### src/rtl/matrix_calc_pkg.sv
// Shared command, error and ASCII definitions for the UART command front end.
package matrix_calc_pkg;

  typedef enum logic [2:0] {
    CMD_MATRIX  = 3'd0,
    CMD_GEN     = 3'd1,
    CMD_CONFIG  = 3'd2,
    CMD_DISPLAY = 3'd3
  } cmd_e;

  typedef enum logic [2:0] {
    ERR_NONE  = 3'd0,
    ERR_CHAR  = 3'd1,
    ERR_DIM   = 3'd2,
    ERR_RANGE = 3'd3,
    ERR_COUNT = 3'd4
  } err_e;

  typedef enum logic [1:0] {
    ST_IDLE,
    ST_KEYWORD,
    ST_ARG,
    ST_SKIP
  } state_e;

  localparam logic [7:0] ASCII_LF    = 8'h0A;
  localparam logic [7:0] ASCII_CR    = 8'h0D;
  localparam logic [7:0] ASCII_SPACE = 8'h20;
  localparam logic [7:0] ASCII_MINUS = 8'h2D;
  localparam logic [7:0] ASCII_0     = 8'h30;
  localparam logic [7:0] ASCII_9     = 8'h39;
  localparam logic [7:0] ASCII_C     = 8'h43;
  localparam logic [7:0] ASCII_D     = 8'h44;
  localparam logic [7:0] ASCII_G     = 8'h47;
  localparam logic [7:0] ASCII_M     = 8'h4D;

  function automatic logic is_digit(input logic [7:0] b);
    return (b >= ASCII_0) && (b <= ASCII_9);
  endfunction

endpackage

### src/rtl/dec_token_acc.sv
// Decimal token accumulator: sign, magnitude (acc*10+digit) and sticky overflow.
// State updates one cycle after each strobe; clr_i wins over digit/minus.
module dec_token_acc #(
  parameter int DATA_W = 8
) (
  input  logic                    clk,
  input  logic                    rst_n,
  input  logic                    clr_i,
  input  logic                    digit_vld_i,
  input  logic [3:0]              digit_i,
  input  logic                    minus_i,
  output logic signed [DATA_W+3:0] val_o,
  output logic                    pending_o,
  output logic                    digit_seen_o,
  output logic                    ovf_o
);

  localparam int ACC_W = DATA_W + 4;

  logic [ACC_W-1:0] mag_q, mag_d;
  logic             neg_q, neg_d;
  logic             seen_q, seen_d;
  logic             ovf_q, ovf_d;
  logic [ACC_W+3:0] prod;

  always_comb begin
    prod   = {4'd0, mag_q} * (ACC_W+4)'(10) + {{ACC_W{1'b0}}, digit_i};
    mag_d  = mag_q;
    neg_d  = neg_q;
    seen_d = seen_q;
    ovf_d  = ovf_q;
    if (clr_i) begin
      mag_d  = '0;
      neg_d  = 1'b0;
      seen_d = 1'b0;
      ovf_d  = 1'b0;
    end else begin
      if (minus_i) neg_d = 1'b1;
      if (digit_vld_i) begin
        seen_d = 1'b1;
        // Magnitude is kept below 2^(ACC_W-1) so negation can never wrap.
        if (ovf_q || (prod[ACC_W+3:ACC_W-1] != '0)) ovf_d = 1'b1;
        else mag_d = prod[ACC_W-1:0];
      end
    end
  end

  always_ff @(posedge clk or negedge rst_n) begin
    if (!rst_n) begin
      mag_q  <= '0;
      neg_q  <= 1'b0;
      seen_q <= 1'b0;
      ovf_q  <= 1'b0;
    end else begin
      mag_q  <= mag_d;
      neg_q  <= neg_d;
      seen_q <= seen_d;
      ovf_q  <= ovf_d;
    end
  end

  assign val_o        = neg_q ? -$signed(mag_q) : $signed(mag_q);
  assign pending_o    = neg_q | seen_q;
  assign digit_seen_o = seen_q;
  assign ovf_o        = ovf_q;

endmodule

### src/rtl/uart_cmd_decoder.sv
// Parses ASCII command lines (MATRIX/GEN/CONFIG/DISPLAY) from a byte stream into fields.
// All outputs registered, one cycle after the consuming byte; no backpressure, one byte per cycle.
module uart_cmd_decoder
  import matrix_calc_pkg::*;
#(
  parameter int DATA_W  = 8,
  parameter int DIM_W   = 3,
  parameter int MAX_DIM = 5,
  parameter int CNT_W   = 4
) (
  input  logic                     clk,
  input  logic                     rst_n,
  input  logic [7:0]               rx_data,
  input  logic                     rx_valid,
  output logic [2:0]               cmd_type,
  output logic [DIM_W-1:0]         dim_m,
  output logic [DIM_W-1:0]         dim_n,
  output logic [CNT_W-1:0]         gen_count,
  output logic signed [DATA_W-1:0] elem_data,
  output logic [2*DIM_W-1:0]       elem_idx,
  output logic                     elem_valid,
  output logic signed [DATA_W-1:0] cfg_min,
  output logic signed [DATA_W-1:0] cfg_max,
  output logic                     cmd_done,
  output logic                     cmd_err,
  output logic [2:0]               err_code,
  output logic                     busy
);

  localparam int ACC_W = DATA_W + 4;
  localparam int IDX_W = 2 * DIM_W;
  localparam int TOK_W = IDX_W + 1;

  localparam logic signed [ACC_W-1:0] VAL_MAX  = ACC_W'(2**(DATA_W-1) - 1);
  localparam logic signed [ACC_W-1:0] VAL_MIN  = ACC_W'(-(2**(DATA_W-1)));
  localparam logic signed [ACC_W-1:0] DIM_MAXV = ACC_W'(MAX_DIM);
  localparam logic signed [ACC_W-1:0] CNT_MAXV = ACC_W'(2**CNT_W - 1);
  localparam logic signed [ACC_W-1:0] ZERO_V   = '0;

  state_e                   state_q, state_d;
  cmd_e                     cmd_q, cmd_d;
  err_e                     err_code_q, err_code_d;
  logic [DIM_W-1:0]         dim_m_q, dim_m_d, dim_n_q, dim_n_d;
  logic [CNT_W-1:0]         gen_cnt_q, gen_cnt_d;
  logic signed [DATA_W-1:0] elem_data_q, elem_data_d;
  logic [IDX_W-1:0]         elem_idx_q, elem_idx_d;
  logic                     elem_vld_q, elem_vld_d;
  logic signed [DATA_W-1:0] cfg_min_q, cfg_min_d, cfg_max_q, cfg_max_d;
  logic signed [DATA_W-1:0] sh_min_q, sh_min_d, sh_max_q, sh_max_d;
  logic                     done_q, done_d, err_q, err_d, busy_q, busy_d;
  logic [TOK_W-1:0]         tok_cnt_q, tok_cnt_d;

  logic                     acc_clr, acc_dig, acc_minus;
  logic signed [ACC_W-1:0]  acc_val;
  logic                     acc_pending, acc_seen, acc_ovf;
  logic                     is_term, is_space, is_dig, is_minus, is_kw;
  logic                     val_ok, dim_ok, cnt_ok;
  logic                     tok_end, fail;
  err_e                     fail_code;
  logic [IDX_W-1:0]         area_q, area_d;
  logic [TOK_W-1:0]         tok_need;

  dec_token_acc #(.DATA_W(DATA_W)) u_acc (
    .clk          (clk),
    .rst_n        (rst_n),
    .clr_i        (acc_clr),
    .digit_vld_i  (acc_dig),
    .digit_i      (rx_data[3:0]),
    .minus_i      (acc_minus),
    .val_o        (acc_val),
    .pending_o    (acc_pending),
    .digit_seen_o (acc_seen),
    .ovf_o        (acc_ovf)
  );

  assign is_term  = (rx_data == ASCII_CR) || (rx_data == ASCII_LF);
  assign is_space = (rx_data == ASCII_SPACE);
  assign is_dig   = is_digit(rx_data);
  assign is_minus = (rx_data == ASCII_MINUS);
  assign is_kw    = (rx_data == ASCII_M) || (rx_data == ASCII_G) ||
                    (rx_data == ASCII_C) || (rx_data == ASCII_D);

  assign val_ok = !acc_ovf && (acc_val >= VAL_MIN) && (acc_val <= VAL_MAX);
  assign dim_ok = !acc_ovf && (acc_val > ZERO_V) && (acc_val <= DIM_MAXV);
  assign cnt_ok = !acc_ovf && (acc_val >= ZERO_V) && (acc_val <= CNT_MAXV);
  assign area_q = {{DIM_W{1'b0}}, dim_m_q} * {{DIM_W{1'b0}}, dim_n_q};

  always_comb begin
    state_d     = state_q;
    cmd_d       = cmd_q;
    err_code_d  = err_code_q;
    dim_m_d     = dim_m_q;
    dim_n_d     = dim_n_q;
    gen_cnt_d   = gen_cnt_q;
    elem_data_d = elem_data_q;
    elem_idx_d  = elem_idx_q;
    elem_vld_d  = 1'b0;
    cfg_min_d   = cfg_min_q;
    cfg_max_d   = cfg_max_q;
    sh_min_d    = sh_min_q;
    sh_max_d    = sh_max_q;
    done_d      = 1'b0;
    err_d       = 1'b0;
    busy_d      = busy_q;
    tok_cnt_d   = tok_cnt_q;
    acc_clr     = 1'b0;
    acc_dig     = 1'b0;
    acc_minus   = 1'b0;
    tok_end     = 1'b0;
    fail        = 1'b0;
    fail_code   = ERR_NONE;
    area_d      = '0;
    tok_need    = '0;

    if (rx_valid) begin
      case (state_q)
        ST_IDLE: begin
          if (is_kw) begin
            state_d   = ST_KEYWORD;
            busy_d    = 1'b1;
            tok_cnt_d = '0;
            acc_clr   = 1'b1;
            case (rx_data)
              ASCII_M: cmd_d = CMD_MATRIX;
              ASCII_G: cmd_d = CMD_GEN;
              ASCII_C: cmd_d = CMD_CONFIG;
              default: cmd_d = CMD_DISPLAY;
            endcase
          end
        end

        ST_KEYWORD: begin
          if (is_term) begin
            fail      = 1'b1;
            fail_code = ERR_COUNT;
            state_d   = ST_IDLE;
          end else if (is_space) begin
            state_d = ST_ARG;
          end
        end

        ST_ARG: begin
          if (is_dig) begin
            acc_dig = 1'b1;
          end else if (is_minus) begin
            if (acc_pending) begin
              fail      = 1'b1;
              fail_code = ERR_CHAR;
            end else begin
              acc_minus = 1'b1;
            end
          end else if (is_space || is_term) begin
            tok_end = acc_pending;
          end else begin
            fail      = 1'b1;
            fail_code = ERR_CHAR;
          end

          if (tok_end) begin
            acc_clr = 1'b1;
            if (!acc_seen) begin
              fail      = 1'b1;
              fail_code = ERR_CHAR;
            end else if (cmd_q == CMD_CONFIG) begin
              if (tok_cnt_q == '0) begin
                if (!val_ok) begin
                  fail      = 1'b1;
                  fail_code = ERR_RANGE;
                end else sh_min_d = acc_val[DATA_W-1:0];
              end else if (tok_cnt_q == TOK_W'(1)) begin
                if (!val_ok || ($signed(acc_val[DATA_W-1:0]) < sh_min_q)) begin
                  fail      = 1'b1;
                  fail_code = ERR_RANGE;
                end else sh_max_d = acc_val[DATA_W-1:0];
              end else begin
                fail      = 1'b1;
                fail_code = ERR_COUNT;
              end
            end else if (tok_cnt_q < TOK_W'(2)) begin
              if (!dim_ok) begin
                fail      = 1'b1;
                fail_code = ERR_DIM;
              end else if (tok_cnt_q == '0) dim_m_d = acc_val[DIM_W-1:0];
              else dim_n_d = acc_val[DIM_W-1:0];
            end else if ((cmd_q == CMD_GEN) && (tok_cnt_q == TOK_W'(2))) begin
              if (!cnt_ok) begin
                fail      = 1'b1;
                fail_code = ERR_RANGE;
              end else gen_cnt_d = acc_val[CNT_W-1:0];
            end else if ((cmd_q == CMD_MATRIX) &&
                         (tok_cnt_q < ({1'b0, area_q} + TOK_W'(2)))) begin
              if (!val_ok) begin
                fail      = 1'b1;
                fail_code = ERR_RANGE;
              end else begin
                elem_vld_d  = 1'b1;
                elem_data_d = acc_val[DATA_W-1:0];
                elem_idx_d  = IDX_W'(tok_cnt_q - TOK_W'(2));
              end
            end else begin
              fail      = 1'b1;
              fail_code = ERR_COUNT;
            end
            if (!fail) tok_cnt_d = tok_cnt_q + TOK_W'(1);
          end

          if (is_term && !fail) begin
            // Dimensions may have been set by this very byte, so size off the _d values.
            area_d = {{DIM_W{1'b0}}, dim_m_d} * {{DIM_W{1'b0}}, dim_n_d};
            case (cmd_q)
              CMD_MATRIX: tok_need = {1'b0, area_d} + TOK_W'(2);
              CMD_GEN:    tok_need = TOK_W'(3);
              default:    tok_need = TOK_W'(2);
            endcase
            if ((tok_cnt_d >= TOK_W'(2)) && (tok_cnt_d == tok_need)) begin
              done_d = 1'b1;
              busy_d = 1'b0;
              if (cmd_q == CMD_CONFIG) begin
                cfg_min_d = sh_min_d;
                cfg_max_d = sh_max_d;
              end
            end else begin
              fail      = 1'b1;
              fail_code = ERR_COUNT;
            end
          end

          if (is_term) state_d = ST_IDLE;
          else if (fail) state_d = ST_SKIP;
        end

        ST_SKIP: begin
          if (is_term) state_d = ST_IDLE;
        end

        default: state_d = ST_IDLE;
      endcase

      if (fail) begin
        err_d      = 1'b1;
        err_code_d = fail_code;
        busy_d     = 1'b0;
      end
    end
  end

  always_ff @(posedge clk or negedge rst_n) begin
    if (!rst_n) begin
      state_q     <= ST_IDLE;
      cmd_q       <= CMD_MATRIX;
      err_code_q  <= ERR_NONE;
      dim_m_q     <= '0;
      dim_n_q     <= '0;
      gen_cnt_q   <= '0;
      elem_data_q <= '0;
      elem_idx_q  <= '0;
      elem_vld_q  <= 1'b0;
      cfg_min_q   <= '0;
      cfg_max_q   <= DATA_W'(9);
      sh_min_q    <= '0;
      sh_max_q    <= '0;
      done_q      <= 1'b0;
      err_q       <= 1'b0;
      busy_q      <= 1'b0;
      tok_cnt_q   <= '0;
    end else begin
      state_q     <= state_d;
      cmd_q       <= cmd_d;
      err_code_q  <= err_code_d;
      dim_m_q     <= dim_m_d;
      dim_n_q     <= dim_n_d;
      gen_cnt_q   <= gen_cnt_d;
      elem_data_q <= elem_data_d;
      elem_idx_q  <= elem_idx_d;
      elem_vld_q  <= elem_vld_d;
      cfg_min_q   <= cfg_min_d;
      cfg_max_q   <= cfg_max_d;
      sh_min_q    <= sh_min_d;
      sh_max_q    <= sh_max_d;
      done_q      <= done_d;
      err_q       <= err_d;
      busy_q      <= busy_d;
      tok_cnt_q   <= tok_cnt_d;
    end
  end

  assign cmd_type   = cmd_q;
  assign dim_m      = dim_m_q;
  assign dim_n      = dim_n_q;
  assign gen_count  = gen_cnt_q;
  assign elem_data  = elem_data_q;
  assign elem_idx   = elem_idx_q;
  assign elem_valid = elem_vld_q;
  assign cfg_min    = cfg_min_q;
  assign cfg_max    = cfg_max_q;
  assign cmd_done   = done_q;
  assign cmd_err    = err_q;
  assign err_code   = err_code_q;
  assign busy       = busy_q;

endmodule

### config.mk
export PLATFORM = sky130hd
export DESIGN_NAME = uart_cmd_decoder
export DESIGN_NICKNAME = d
export VERILOG_FILES = /design/src/rtl/matrix_calc_pkg.sv /design/src/rtl/dec_token_acc.sv /design/src/rtl/uart_cmd_decoder.sv
export SDC_FILE = /design/constraint.sdc
export NUM_CORES = 1
export LEC_CHECK = 0
export CAP_MARGIN = 5
export CORE_AREA = 2 2 117 119
export CTS_BUF_LIST = sky130_fd_sc_hd__clkbuf_2 sky130_fd_sc_hd__clkbuf_4 sky130_fd_sc_hd__clkbuf_8
export DETAILED_ROUTE_END_ITERATION = 6
export DIE_AREA = 0 0 119 121
export DONT_BUFFER_PORTS = 1
export GPL_ROUTABILITY_DRIVEN = 0
export GPL_TIMING_DRIVEN = 0
export HOLD_SLACK_MARGIN = 0.06
export PLACE_DENSITY = 0.8
export SKIP_LAST_GASP = 1
export SLEW_MARGIN = 20
export SYNTH_ARGS = -nofsm -noshare
export SYNTH_HDL_FRONTEND = slang
export SYNTH_SLANG_ARGS = --single-unit
### constraint.sdc
create_clock -name clk -period 7.2 [get_ports clk]
set_input_delay 0.36 -clock clk [delete_from_list [all_inputs] [get_ports clk]]
set_output_delay 0.36 -clock clk [all_outputs]
set_load 0.03 [all_outputs]
Word-level counts from Yosys, hierarchy flattened
Index checks and enable logic that the tools add are counted.
- add/subtract/negate cells: 6
- eq/ne operators: 24
- bitwise operators: 4
- multiplexer cells: 141
- reduce and logical (&&, ||, !) cells: 41
- $lt $le $gt $ge: 12
- multiply operators: 3
- operator list (cell ; number):
    3-bit two-way mux ; 33
    8-bit two-way mux ; 11
    1-bit two-way mux ; 71
    7-bit two-way mux ; 8
    12-bit two-way mux ; 4
    8-bit by 7-bit equality test with 1-bit output, second input constant ; 4
    7-bit one-hot mux with 2 select lines ; 2
    16-bit by 4-bit adder with 16-bit output ; 1
    8-bit by 4-bit equality test with 1-bit output, second input constant ; 2
    8-bit by 6-bit equality test with 1-bit output, second input constant ; 2
    12-bit by 3-bit multiplier with 15-bit output, second input constant ; 1
    3-bit inequality test, second input constant ; 5
    5-bit AND reduction ; 3
    6-bit by 2-bit adder with 7-bit output, second input constant ; 2
    12-bit by 1-bit >= comparator with 1-bit output, second input constant ; 1
    12-bit by 8-bit >= comparator with 1-bit output, second input constant ; 1
    12-bit by 1-bit greater-than comparator with 1-bit output, second input constant ; 1
    12-bit by 4-bit <= comparator with 1-bit output, second input constant ; 1
    12-bit by 5-bit <= comparator with 1-bit output, second input constant ; 1
    12-bit by 8-bit <= comparator with 1-bit output, second input constant ; 1
    3-bit by 3-bit multiplier with 6-bit output ; 2
    2-bit two-way mux ; 6
    12-bit negation ; 1
    1-bit logical AND ; 11
    other kinds (34) ; 56
- word-level logic and storage cells: 252
- input bits: 11
- register bits after elaboration: 90
- output and inout port bits: 50

Longest topological paths before layout
- word-level depth: 33
- gate-level depth with buffers: 29
- mapped depth without buffers: 25

Cells and area by module
From an unflattened synthesis, not the netlist that was laid out.
- cells, all modules: 763
- area, all modules: 7119.3 µm²
- by module, submodules not included (module ; times used ; sequential area each (µm²) ; cells each ; area an instance (µm²)):
    uart_cmd_decoder ; 1 ; 1854.3 ; 561 ; 5236.3
    dec_token_acc ; 1 ; 375.4 ; 202 ; 1883.1

Least setup slack after synthesis
Ideal clock, no wire load.
- path type: reg-to-reg
- from: reg u_acc.mag_q[0]
- to: reg cfg_max_q[4] (netlist: cfg_max[4])
- path buffers: 4
- clock period less this slack: 6.058 ns
- slack: 1.142 ns
- cell stages (with the launch flop): 28
- required time: 7.075 ns
- setup time: 0.125 ns
- arrival: 5.933 ns
- cell sequence: dfrtp_1 clkbuf_1 inv_1 ha_1 buf_4 or3b_1 nor3b_1 nor2_4 nand4_2 or2_2 or3_1 clkbuf_1 nor3_1 nand2_1 o21ai_0 fa_1 ha_1 xnor2_1 nand2_1 xnor2_1 xor2_1 nand2_1 mux2_2 a211oi_2 nand3_2 nor3_4 buf_8 mux2_4
- word-level cells in the longest chain between the ends: 22
- elaborated cells on any way between the ends: 72
- classes of those cells: 2 x add/sub; 1 x mul; 8 x order compare; 1 x eq/ne; 48 x mux; 12 x reduce/logical
- ends and longest elaborated chain (what ; line ; text):
    from (decl) ; dec_token_acc.sv:20 ; logic [ACC_W-1:0] mag_q, mag_d;
    from (signal assigned) ; dec_token_acc.sv:55 ; mag_q <= mag_d;
    12-bit negation ; dec_token_acc.sv:62 ; assign val_o = neg_q ? -$signed(mag_q) : $signed(mag_q);
    12-bit two-way mux * ; dec_token_acc.sv:62 ;
    parallel branches: the longest is 20 deep, another holds 12-bit by 1-bit greater-than comparator with 1-bit output ; - ;
    to (signal assigned) ; uart_cmd_decoder.sv:277 ; cfg_max_q <= cfg_max_d;
    to (decl) ; uart_cmd_decoder.sv:48 ; logic signed [DATA_W-1:0] cfg_min_q, cfg_min_d, cfg_max_q, cfg_max_d;
Every way passes the cells marked *. The select of a mux whose other input is x is not followed.
A chain may end at the register's enable or synchronous reset.

Worst setup path after layout
- from: reg u_acc.mag_q[0]
- to: reg cfg_max_q[6] (netlist: cfg_max[6])
The elaborated chain is that of the path after synthesis.

==> results.md <==
Place:
- The cell area after placement is around 7300 µm².
- Detailed placement ended at an HPWL of around 13000 µm.
- During placement, the flow inserted port buffers numbering 0.

Global routing:
- The initial antenna violation count came to 0.
- The largest net degree at the start of global routing is 90.
- The via count of the first global-routing pass was about 5900.
- Global routing used between 20% and 30% of the available tracks across all layers.
- The total overflow left after global routing is 0.
- The first-pass GRT wire length is roughly 29000 µm.

Clock network:
- TritonCTS built the clock tree.
- The master cell of the clock root buffer is sky130_fd_sc_hd__clkbuf_8.
- Clock latency on the worst-skew pair, taken at its later pin, is about 390 ps.
- The H-tree level count is 3.
- Counting the buffers created by CTS gives 9.
- After clock tree synthesis, the clock-pin slew on the worst setup and hold paths is 100 ps.
- The clock tree buffer depth is 2.
- The clock sink total is between 80 and 90.

STA:
- The transition at the pin with the smallest max-transition slack is 879.7 ps.
- The number of hold violations in the final report was 0.
- After layout, the minimum clock period comes to between 6000 and 7000 ps.
- The final-layout worst hold slack is just under 200 ps.
- Dividing the final minimum period by the clock period gives roughly 94%.
- The max-slew violation total from the final report was 0.
- Setup repair after global routing left no endpoint under its margin.
- The upper clock frequency limit is roughly 150 MHz.
- The clock arrives with between 10 and 15 ps of skew.
- Setup violations remaining at the end of the flow were counted as 0.
- Headroom to the max-slew limit came out at roughly 40%.

Drt:
- The number of vias in the routed layout is approximately 6000.
- The residual antenna-violating net count after detailed routing is 0.
- The starting DRC count in detailed routing is 463.
- The first TritonRoute pass finished after 7 iterations.
- The total wire length after detailed routing is between 15000 and 20000 µm.
- After detailed routing, the number of remaining DRC violations is 0.
- Using the TritonRoute via totals, the vias-per-cell ratio works out to between 6 and 7.
- The average wire per standard cell is approximately 17 µm.

Final layout:
- The most common library cell in the layout ignoring fill and taps is sky130_fd_sc_hd__dfrtp_1.
- Cells fill around three fifths of the core in the end.
- The number of nets in the finished design is between 800 and 900.
- The final instance area is about 7600 µm².
- The total inserted antenna cells is 0.
- In the layout the commonest cells are 87 x sky130_fd_sc_hd__dfrtp_1, 76 x sky130_fd_sc_hd__nand2_1, 71 x sky130_fd_sc_hd__nor2_1.
- In the final layout, the share of cells above drive strength 1 is roughly an eighth.
- The layout overhead on the synthesized area is 7.765%.

Yosys:
- Synthesis handed over a netlist of 804 instances.
- Summing the areas of all and, or, nand and nor instances in the mapped netlist gives 21.31% of the synthesized area.
- Among all flip-flop cells after synthesis, the most frequent one is sky130_fd_sc_hd__dfrtp_1.
- The synthesized net count is approximately 880.
- The number of enable flip-flop cells after synthesis is 0.
- The cell area after technology mapping is 7058 µm².
- After Yosys synthesis, XOR and XNOR cells account for about 4.6% of the synthesized area.
- Of the synthesized area, sequential elements account for approximately a third.
- The mux contribution to synthesized area is approximately 9%.
- Averaged over all synthesized cells, the footprint is ~9 µm².
- Summing the areas of all compound-gate instances in the mapped netlist gives 16.43% of the synthesized area.
- The register bit count reported by yosys is 89.
- The combinational family with the most area after synthesis is simple AND/OR/NAND/NOR gates.
- The number of unique standard cell types used by synthesis is 90.
- The adder-cell share of the synthesized area is 11.59%.
- The share of async-settable or async-resettable flops after synthesis is 100.0%.
- The Yosys step of the flow raised 0 warnings.

Run:
- Across the run, the number of max-cap violations was 0.

Die:
- The number of standard-cell rows in the floorplan is 42.
- The floorplan step defined a die boundary enclosing between 10000 and 15000 µm².
- The die outline width is approximately 120 µm.
- The effective utilization at floorplan is a little over half.
- For this design the top-level I/O count stands at 61.
- The vertical die dimension is about 120 µm.
- In this run the standard cell core region covers approximately 13000 µm².

Critical path:
- The startpoint identified for the worst register-to-register timing path is u_acc.mag_q[0]$_DFFE_PN0P_.
- STA classifies the critical path endpoint as a flop.
- The critical path is of the reg -> reg type.
- The maximum single-stage delay on the critical path is 460 ps.
- The maximum net fanout on the critical path is 10.
- In this design, the critical path's most frequently occurring cell is sky130_fd_sc_hd__nand2_1.
- The worst setup path is launched from a flop.
- The arrival time of the worst setup path is approximately 7000 ps.
- The largest individual stage delay along the critical path comes from the cell sky130_fd_sc_hd__dfrtp_1.
- The launching element of the worst setup path is u_acc.mag_q[0]$_DFFE_PN0P_.
- The data required time at the worst endpoint is approximately 7500 ps.

Status:
- The flow ran to the end, and the final reports show no timing, DRC or antenna violations.

Power and ir drop:
- In this run the static leakage power is ~0.0036 µW.
- VDD sags by at most between 90 and 100 µV.
- The cell area power density is ~170 nW/µm².

Min path:
- The path class of the tightest hold or removal check is in -> reg.
- The hold path startpoint is rx_data[7].
## critical path: cells and delay by family (launching register included)
kind / cells / cell delay, ps
AOI/OAI and AO/OA: 3 / 630
xor gates and xnor gates: 3 / 600
adders and majority gates: 3 / 980
buffers and inverters: 6 / 1120
DFF: 1 / 460
muxes: 2 / 580
and+or+nand+nor: 12 / 2230
## cell type report
| cell class | count | area (µm²) |
|---|---|---|
| buffer | 44 | 220.2 |
| clock buffer | 9 | 123.9 |
| clock inverter | 7 | 66.31 |
| fill | 1157 | 5479 |
| inverter | 49 | 187.7 |
| multi-input combinational | 622 | 4471 |
| sequential | 89 | 2230 |
| tap | 176 | 220.2 |
| timing repair buffer | 7 | 87.58 |
## synthesized netlist by cell type, drive strengths merged, types with 14 or more instances
master / n / area share [%]
dfrtp: 87 / 31
nand2: 78 / 4.3
nor2: 72 / 3.9
ha: 59 / 10
a21oi: 56 / 4.0
inv: 49 / 2.6
o21ai: 45 / 3.2
mux2: 30 / 5.3
clkbuf: 28 / 1.5
mux2i: 24 / 3.5
nor3: 21 / 1.7
xnor2: 21 / 2.6
buf: 16 / 1.6
nor4: 15 / 1.5
xor2: 15 / 2.0
nand3: 14 / 1.1
## path summary, 6_finish.rpt
path                                           end  slack [ps]  depth (start not counted)
min reg2reg                sh_min_q[0]$_DFFE_PN0P_         520                          2
max                         cfg_max[6]$_DFFE_PN0P_         460                         29
max reg2reg                 cfg_max[6]$_DFFE_PN0P_         460                         29
min                        cmd_type[1]$_DFFE_PN0P_         190                          2
min in group asynchronous   cfg_min[0]$_DFFE_PN0P_         520                          2
max in group asynchronous   cfg_max[0]$_DFFE_PN1P_        6300                          2
## power breakdown
| part | internal, µW | leakage (µW) | switching, µW | total [µW] |
|---|---|---|---|---|
| Sequential | 522 | 0.00118 | 45.2 | 568 |
| Combinational | 155 | 0.00236 | 250 | 404 |
| Clock | 135 | 0.0000922 | 218 | 354 |
## cells by family after synthesis
group           count (synthesis)
simple gates                  288
compound gates                180
buf+inv                        93
flops                          89
fa+ha+maj                      63
mux                            54
xor+xnor                       36
other cells                     1
## flip-flops by register name, indices dropped and copies added (netlist names), 2 cells and up
| register | flops |
|---|---|
| sh_min_q | 8 |
| err_code | 3 |
| u_acc.mag_q | 12 |
| sh_max_q | 8 |
| dim_n | 3 |
| elem_idx | 6 |
| cfg_max | 8 |
| cfg_min | 8 |
| state_q | 2 |
| gen_count | 4 |
| cmd_type | 2 |
| elem_data | 8 |
| dim_m | 3 |
| tok_cnt_q | 7 |
## routing by layer
| metal | GRT usage (%) | vias to the layer above | part of all wire (%) |
|---|---|---|---|
| li1 | - | 2894 | - |
| met1 | 31.71 | 2916 | 42 |
| met2 | 42.13 | 226 | 49 |
| met3 | 4.558 | 40 | 6.4 |
| met4 | 10.04 | 0 | 2.6 |
| met5 | 0 | - | 0 |
## timing repair
action                     CTS  global route
hold endpoints to repair    89             0
hold buffers                 2             0
pin swaps                    1             1
setup endpoints to repair   16            20
buffers inserted             3             2
gates resized for setup      1             8
gates cloned                 0             0
## through the flow
stage	instances	setup TNS, ps	worst slack [ps]	total power, µW
global route	1003	0	96.57	1394
detailed placement	980	-3192	-268.4	954.8
finish	1003	0	458.2	1326
global placement	980	-1877	-180.7	944.7
floorplan	804	0	1142	866.5
CTS	1001	0	163.1	1315
Note: power is estimated with default switching activity, not from simulation.
